===== src/rtl/ntt_pkg.sv =====
// Shared NTT datapath constants and coefficient type.
package ntt_pkg;

  localparam int          NB_BIT_Q    = 23;
  localparam logic [22:0] Q_DILITHIUM = 23'd8380417;

  typedef logic [NB_BIT_Q-1:0] coef_t;

endpackage


===== src/rtl/subtractor_n.sv =====
// Plain n-bit combinational subtractor; the MSB of the result acts as borrow
// when callers zero-extend their operands by one bit.
module subtractor_n #(
  parameter int nb_bit = 24
) (
  input  logic [nb_bit-1:0] a,
  input  logic [nb_bit-1:0] b,
  output logic [nb_bit-1:0] diff
);

  assign diff = a - b;

endmodule


===== src/rtl/mod_sub_pipe.sv =====
// Two-stage pipelined modular subtractor c = (a - b) mod q with valid/ready
// flow control and a tag carried alongside each operand pair.
module mod_sub_pipe
  import ntt_pkg::*;
#(
  parameter int NB_BIT = NB_BIT_Q,
  parameter int TAG_W  = 8
) (
  input  logic              clk_i,
  input  logic              rst_n_i,
  input  logic [NB_BIT-1:0] q_i,
  input  logic              in_valid_i,
  output logic              in_ready_o,
  input  logic [NB_BIT-1:0] a_i,
  input  logic [NB_BIT-1:0] b_i,
  input  logic [TAG_W-1:0]  tag_i,
  output logic              out_valid_o,
  input  logic              out_ready_i,
  output logic [NB_BIT-1:0] c_o,
  output logic [TAG_W-1:0]  tag_o,
  output logic              busy_o
);

  // vld_pipe[1] = S1 valid, vld_pipe[2] = S2 (output register) valid
  logic [2:1]        vld_pipe;
  logic              s1_adv, s2_adv, in_fire;
  logic [NB_BIT:0]   diff_full;
  logic [NB_BIT-1:0] s1_diff;
  logic              s1_borrow;
  logic [TAG_W-1:0]  s1_tag;
  logic [NB_BIT-1:0] c_nxt;

  assign s2_adv     = !vld_pipe[2] | out_ready_i;
  assign s1_adv     = !vld_pipe[1] | s2_adv;
  assign in_ready_o = s1_adv;
  assign in_fire    = in_valid_i & s1_adv;

  subtractor_n #(.nb_bit(NB_BIT + 1)) u_sub (
    .a    ({1'b0, a_i}),
    .b    ({1'b0, b_i}),
    .diff (diff_full)
  );

  // Adding q back to the wrapped difference lands in [0, q) for legal inputs.
  assign c_nxt = s1_borrow ? (s1_diff + q_i) : s1_diff;

  always_ff @(posedge clk_i or negedge rst_n_i) begin
    if (!rst_n_i) begin
      vld_pipe  <= '0;
      s1_diff   <= '0;
      s1_borrow <= 1'b0;
      s1_tag    <= '0;
      c_o       <= '0;
      tag_o     <= '0;
    end else begin
      if (s1_adv) begin
        vld_pipe[1] <= in_fire;
        if (in_fire) begin
          s1_diff   <= diff_full[NB_BIT-1:0];
          s1_borrow <= diff_full[NB_BIT];
          s1_tag    <= tag_i;
        end
      end
      if (s2_adv) begin
        vld_pipe[2] <= vld_pipe[1];
        if (vld_pipe[1]) begin
          c_o   <= c_nxt;
          tag_o <= s1_tag;
        end
      end
    end
  end

  assign out_valid_o = vld_pipe[2];
  assign busy_o      = |vld_pipe;

endmodule


===== config.mk =====
export PLATFORM = sky130hd
export DESIGN_NAME = mod_sub_pipe
export DESIGN_NICKNAME = d
export VERILOG_FILES = /design/src/rtl/ntt_pkg.sv /design/src/rtl/subtractor_n.sv /design/src/rtl/mod_sub_pipe.sv
export SDC_FILE = /design/constraint.sdc
export NUM_CORES = 1
export LEC_CHECK = 0
export CAP_MARGIN = 20
export CELL_PAD_IN_SITES_DETAIL_PLACEMENT = 0
export CELL_PAD_IN_SITES_GLOBAL_PLACEMENT = 2
export CORE_ASPECT_RATIO = 0.75
export CORE_UTILIZATION = 29
export DETAILED_ROUTE_END_ITERATION = 12
export PLACE_DENSITY_LB_ADDON = 0.1
export SETUP_SLACK_MARGIN = 0.3
export SYNTH_ARGS = -nofsm -noshare
export SYNTH_HDL_FRONTEND = slang
export SYNTH_SLANG_ARGS = --single-unit

===== constraint.sdc =====
create_clock -name clk_i -period 2.88 [get_ports clk_i]
set_clock_uncertainty 0.05 [all_clocks]
set_input_delay 0.432 -clock clk_i [delete_from_list [all_inputs] [get_ports clk_i]]
set_output_delay 0.432 -clock clk_i [all_outputs]
set_load 0.05 [all_outputs]

==> results by group <==
Run status
  • Outcome: finished clean

Power and ir drop
  • Clock Power Share: about a fifth
  • Psw: approximately 2.2 mW
  • Total chip power: 5.164 mW
  • Pleak: 3.488 nW
  • Combinational power share: between 50% and 60%
  • Peak VDD IR: ~0.0003 V
  • Switch share: ~43%
  • Sequential power share: 26.0%
  • Pwr/cell area: between 600 and 700 nW/um2
  • Cell internal pwr: 2.934 mW

Clock network
  • H-tree Lvls: 3
  • Root Buffer: clkbuf_16
  • Max Buffers Root-to-Sink: 2
  • Clock sinks: 65
  • CTS tree: built
  • Skew-Pair Late Insertion Delay: between 0.3 and 0.4 ns
  • Num CTS Buffers: 9
  • Worst-path clk slew: about 0.060 ns

Synth
  • Synth cell types: 54
  • Cell with the most instances after synthesis: nand2_1
  • Post-synthesis area per instance: between 7 and 8 um2
  • Yosys top cell by area: dfrtp_1
  • Yosys warnings: 0
  • Synth top area cells: dfrtp_1 (34%), ha_1 (12%), nand2_1 (9.2%), a21oi_1 (6.3%), o21ai_0 (5.9%)
  • Post-Syn Instances: a little over 600
  • Net Count, Synth: roughly 730
  • Sequential-to-total area share from yosys stat: about a third
  • Top cells by count, synth: nand2_1 (118), dfrtp_1 (65), a21oi_1 (61), o21ai_0 (57), ha_1 (45)
  • Flops & latches, synth: 65
  • Commonest register cell after synthesis: dfrtp_1
  • Mapped Area: between 4000 and 5000 um2
  • Number of synthesized flops with an enable pin: 0
  • Share of the synthesized area in the top cell type: 33.64%
  • Share of async-settable or async-resettable flops after synthesis: 100.0%

Setup path
  • R2r startpoint: s1_diff[0]
  • Crit path from: q_i[1]
  • Crit path max fanout: 3
  • Required @ worst endpoint: slightly above 3 ns
  • R2R depth: 11
  • Critical setup path kind: in -> reg
  • Critical Path End Type: register
  • Reg2reg setup slack: between 0.2 and 0.3 ns
  • CP endpoint: c_o[22]
  • Critical Path AT: about 2.8 ns
  • Worst reg2reg path endpoint: c_o[22]
  • Startpoint Class: primary input

Floorplan
  • DIE AREA: 17200 um2
  • I/O pins: 115
  • Starting Density: between 20% and 30%
  • Die width: roughly 150 um
  • Core area: ~16000 um2
  • Row cnt: 40
  • Die H: between 100 and 150 um

STA
  • Final hold vios: 0
  • Final-report setup violation count: 0
  • RSZ-0062 raised after global routing: yes
  • Least-Margin Pin Slew: ~0.73 ns
  • TNS Setup: 0 ns
  • Fin crit share: 90.53%
  • Crit path time final: approximately 2.6 ns
  • Worst Setup Slack, final: 0.2726 ns
  • FMAX: 0.3835 GHz
  • Rel. slew slack: about 51%
  • Slew Viols, Final: 0

GRT
  • First-pass GRT wire length: between 20000 and 25000 um
  • Largest net degree at the start of global routing: 38
  • GRT Total Usage: around a fifth
  • Overflow after GRT: 0
  • Initial antenna violation count: 0
  • Vias in the first global route: 4769

Drt
  • Wire per inst: roughly 16 um
  • Total wire length: around 16000 um
  • Vias per cell: ~4.8
  • Initial DRC count: 246
  • Routed Antenna Nets: 0
  • DRC violations left: 0
  • DR vias: roughly 5000
  • Drt pass-1 iters: 4

Run
  • Max-Cap Viols: 0

Layout
  • Cell area after layout: around 7600 um2
  • Final nets: 933
  • N_diodes: 0
  • Share of layout cells above drive strength 1: 22.22%
  • Area growth syn-to-layout: 56.83%

Place
  • PortBufs: about 110
  • Dpl ws: -0.3136 ns
  • Routability congestion estimate: 0.8633
  • Final HPWL DP: between 10000 and 15000 um
  • DP Area: a little under 7000 um2

Min path
  • Min-delay worst type: in -> async
-- cell type report --
cell class / instances / area, um2
inverter: 43 / 161.4
clock inverter: 7 / 61.31
tap: 210 / 262.8
sequential: 65 / 1627
timing repair buffer: 209 / 1878
fill: 1573 / 8583
clock buffer: 9 / 225.2
multi-input combinational: 477 / 3367
-- critical path, stage by stage --
cell and delay (ns):
clkdlybuf4s50_1 0.48, inv_1 0.06, fa_2 0.34, nand2b_4 0.16, a21oi_4 0.14, o211ai_2 0.12, a32o_2 0.29, o31ai_4 0.18
xnor2_1 0.10, or3_1 0.35, a31oi_1 0.17
-- power groups by stage --
stage	logic (mW)	registers [mW]	clock network (mW)
finish	2.76	1.34	1.06
global route	2.98	1.38	1.14
CTS	2.62	1.34	1.10
detailed placement	2.56	1.35	0
global placement	2.56	1.35	0
floorplan	1.07	1.79	0
-- layout by cell type (no fill, tap or decap), drive strengths merged, types with 10 or more instances in the layout --
master,instances
nand3,13
clkdlybuf4s50,105
a21oi,63
o21ai,59
xor2,15
nor2,30
inv,46
ha,45
xnor2,20
nand2b,10
dfrtp,65
buf,96
nand2,118
-- per-stage QoR --
step | util, % | hold WS, ns | std cells
after floorplan | - | 0.08641 | 605
after global placement | 42.16 | 0.4018 | 994
after detailed placement | 42.16 | 0.4014 | 994
after CTS | 44.65 | 0.1276 | 1013
after global routing | 46.90 | 0.1480 | 1020
final | 46.90 | 0.09246 | 1020
-- cell families (layout without fill, tap and decap cells) --
logic type	after synthesis	after routing	share of synthesized area, %
AOI/OAI and AO/OA	182	182	22.65
xor gates and xnor gates	35	35	6.341
adders and majority gates	47	47	12.47
buffers and inverters	63	268	4.969
DFF	65	65	33.64
muxes	4	4	0.8282
and+or+nand+nor	209	209	19.10
-- worst min path at each step --
stage | start | end | slack (ns)
global placement | s1_tag[2] | tag_o[2] | 0.40
detailed placement | s1_tag[2] | tag_o[2] | 0.40
finish | rst_n_i | c_o[2] | 0.09
CTS | rst_n_i | c_o[2] | 0.13
floorplan | rst_n_i | c_o[0] | 0.09
global route | rst_n_i | s1_diff[3] | 0.15
-- timing repair --
item,CTS,global route
gates cloned,0,0
buffers inserted,3,7
endpoints found under the setup margin,15,18
hold buffers,0,0
gates resized for setup,22,60
pin swaps,17,26
-- state kept, by name, indices dropped and copies added (netlist names) --
| signal | count |
|---|---|
| s1_tag | 8 |
| vld_pipe | 2 |
| s1_diff | 23 |
| tag_o | 8 |
| c_o | 23 |
| s1_borrow | 1 |
-- metal layers --
| metal | global-route usage (%) | routed length (um) | vias up |
|---|---|---|---|
| met5 | 0 | 0 | - |
| met4 | 4.467 | 171 | 0 |
| met3 | 3.040 | 746 | 14 |
| met2 | 26.18 | 6447 | 110 |
| met1 | 29.87 | 8574 | 2257 |
| li1 | - | - | 2517 |
(Power assumes the default switching activity.)
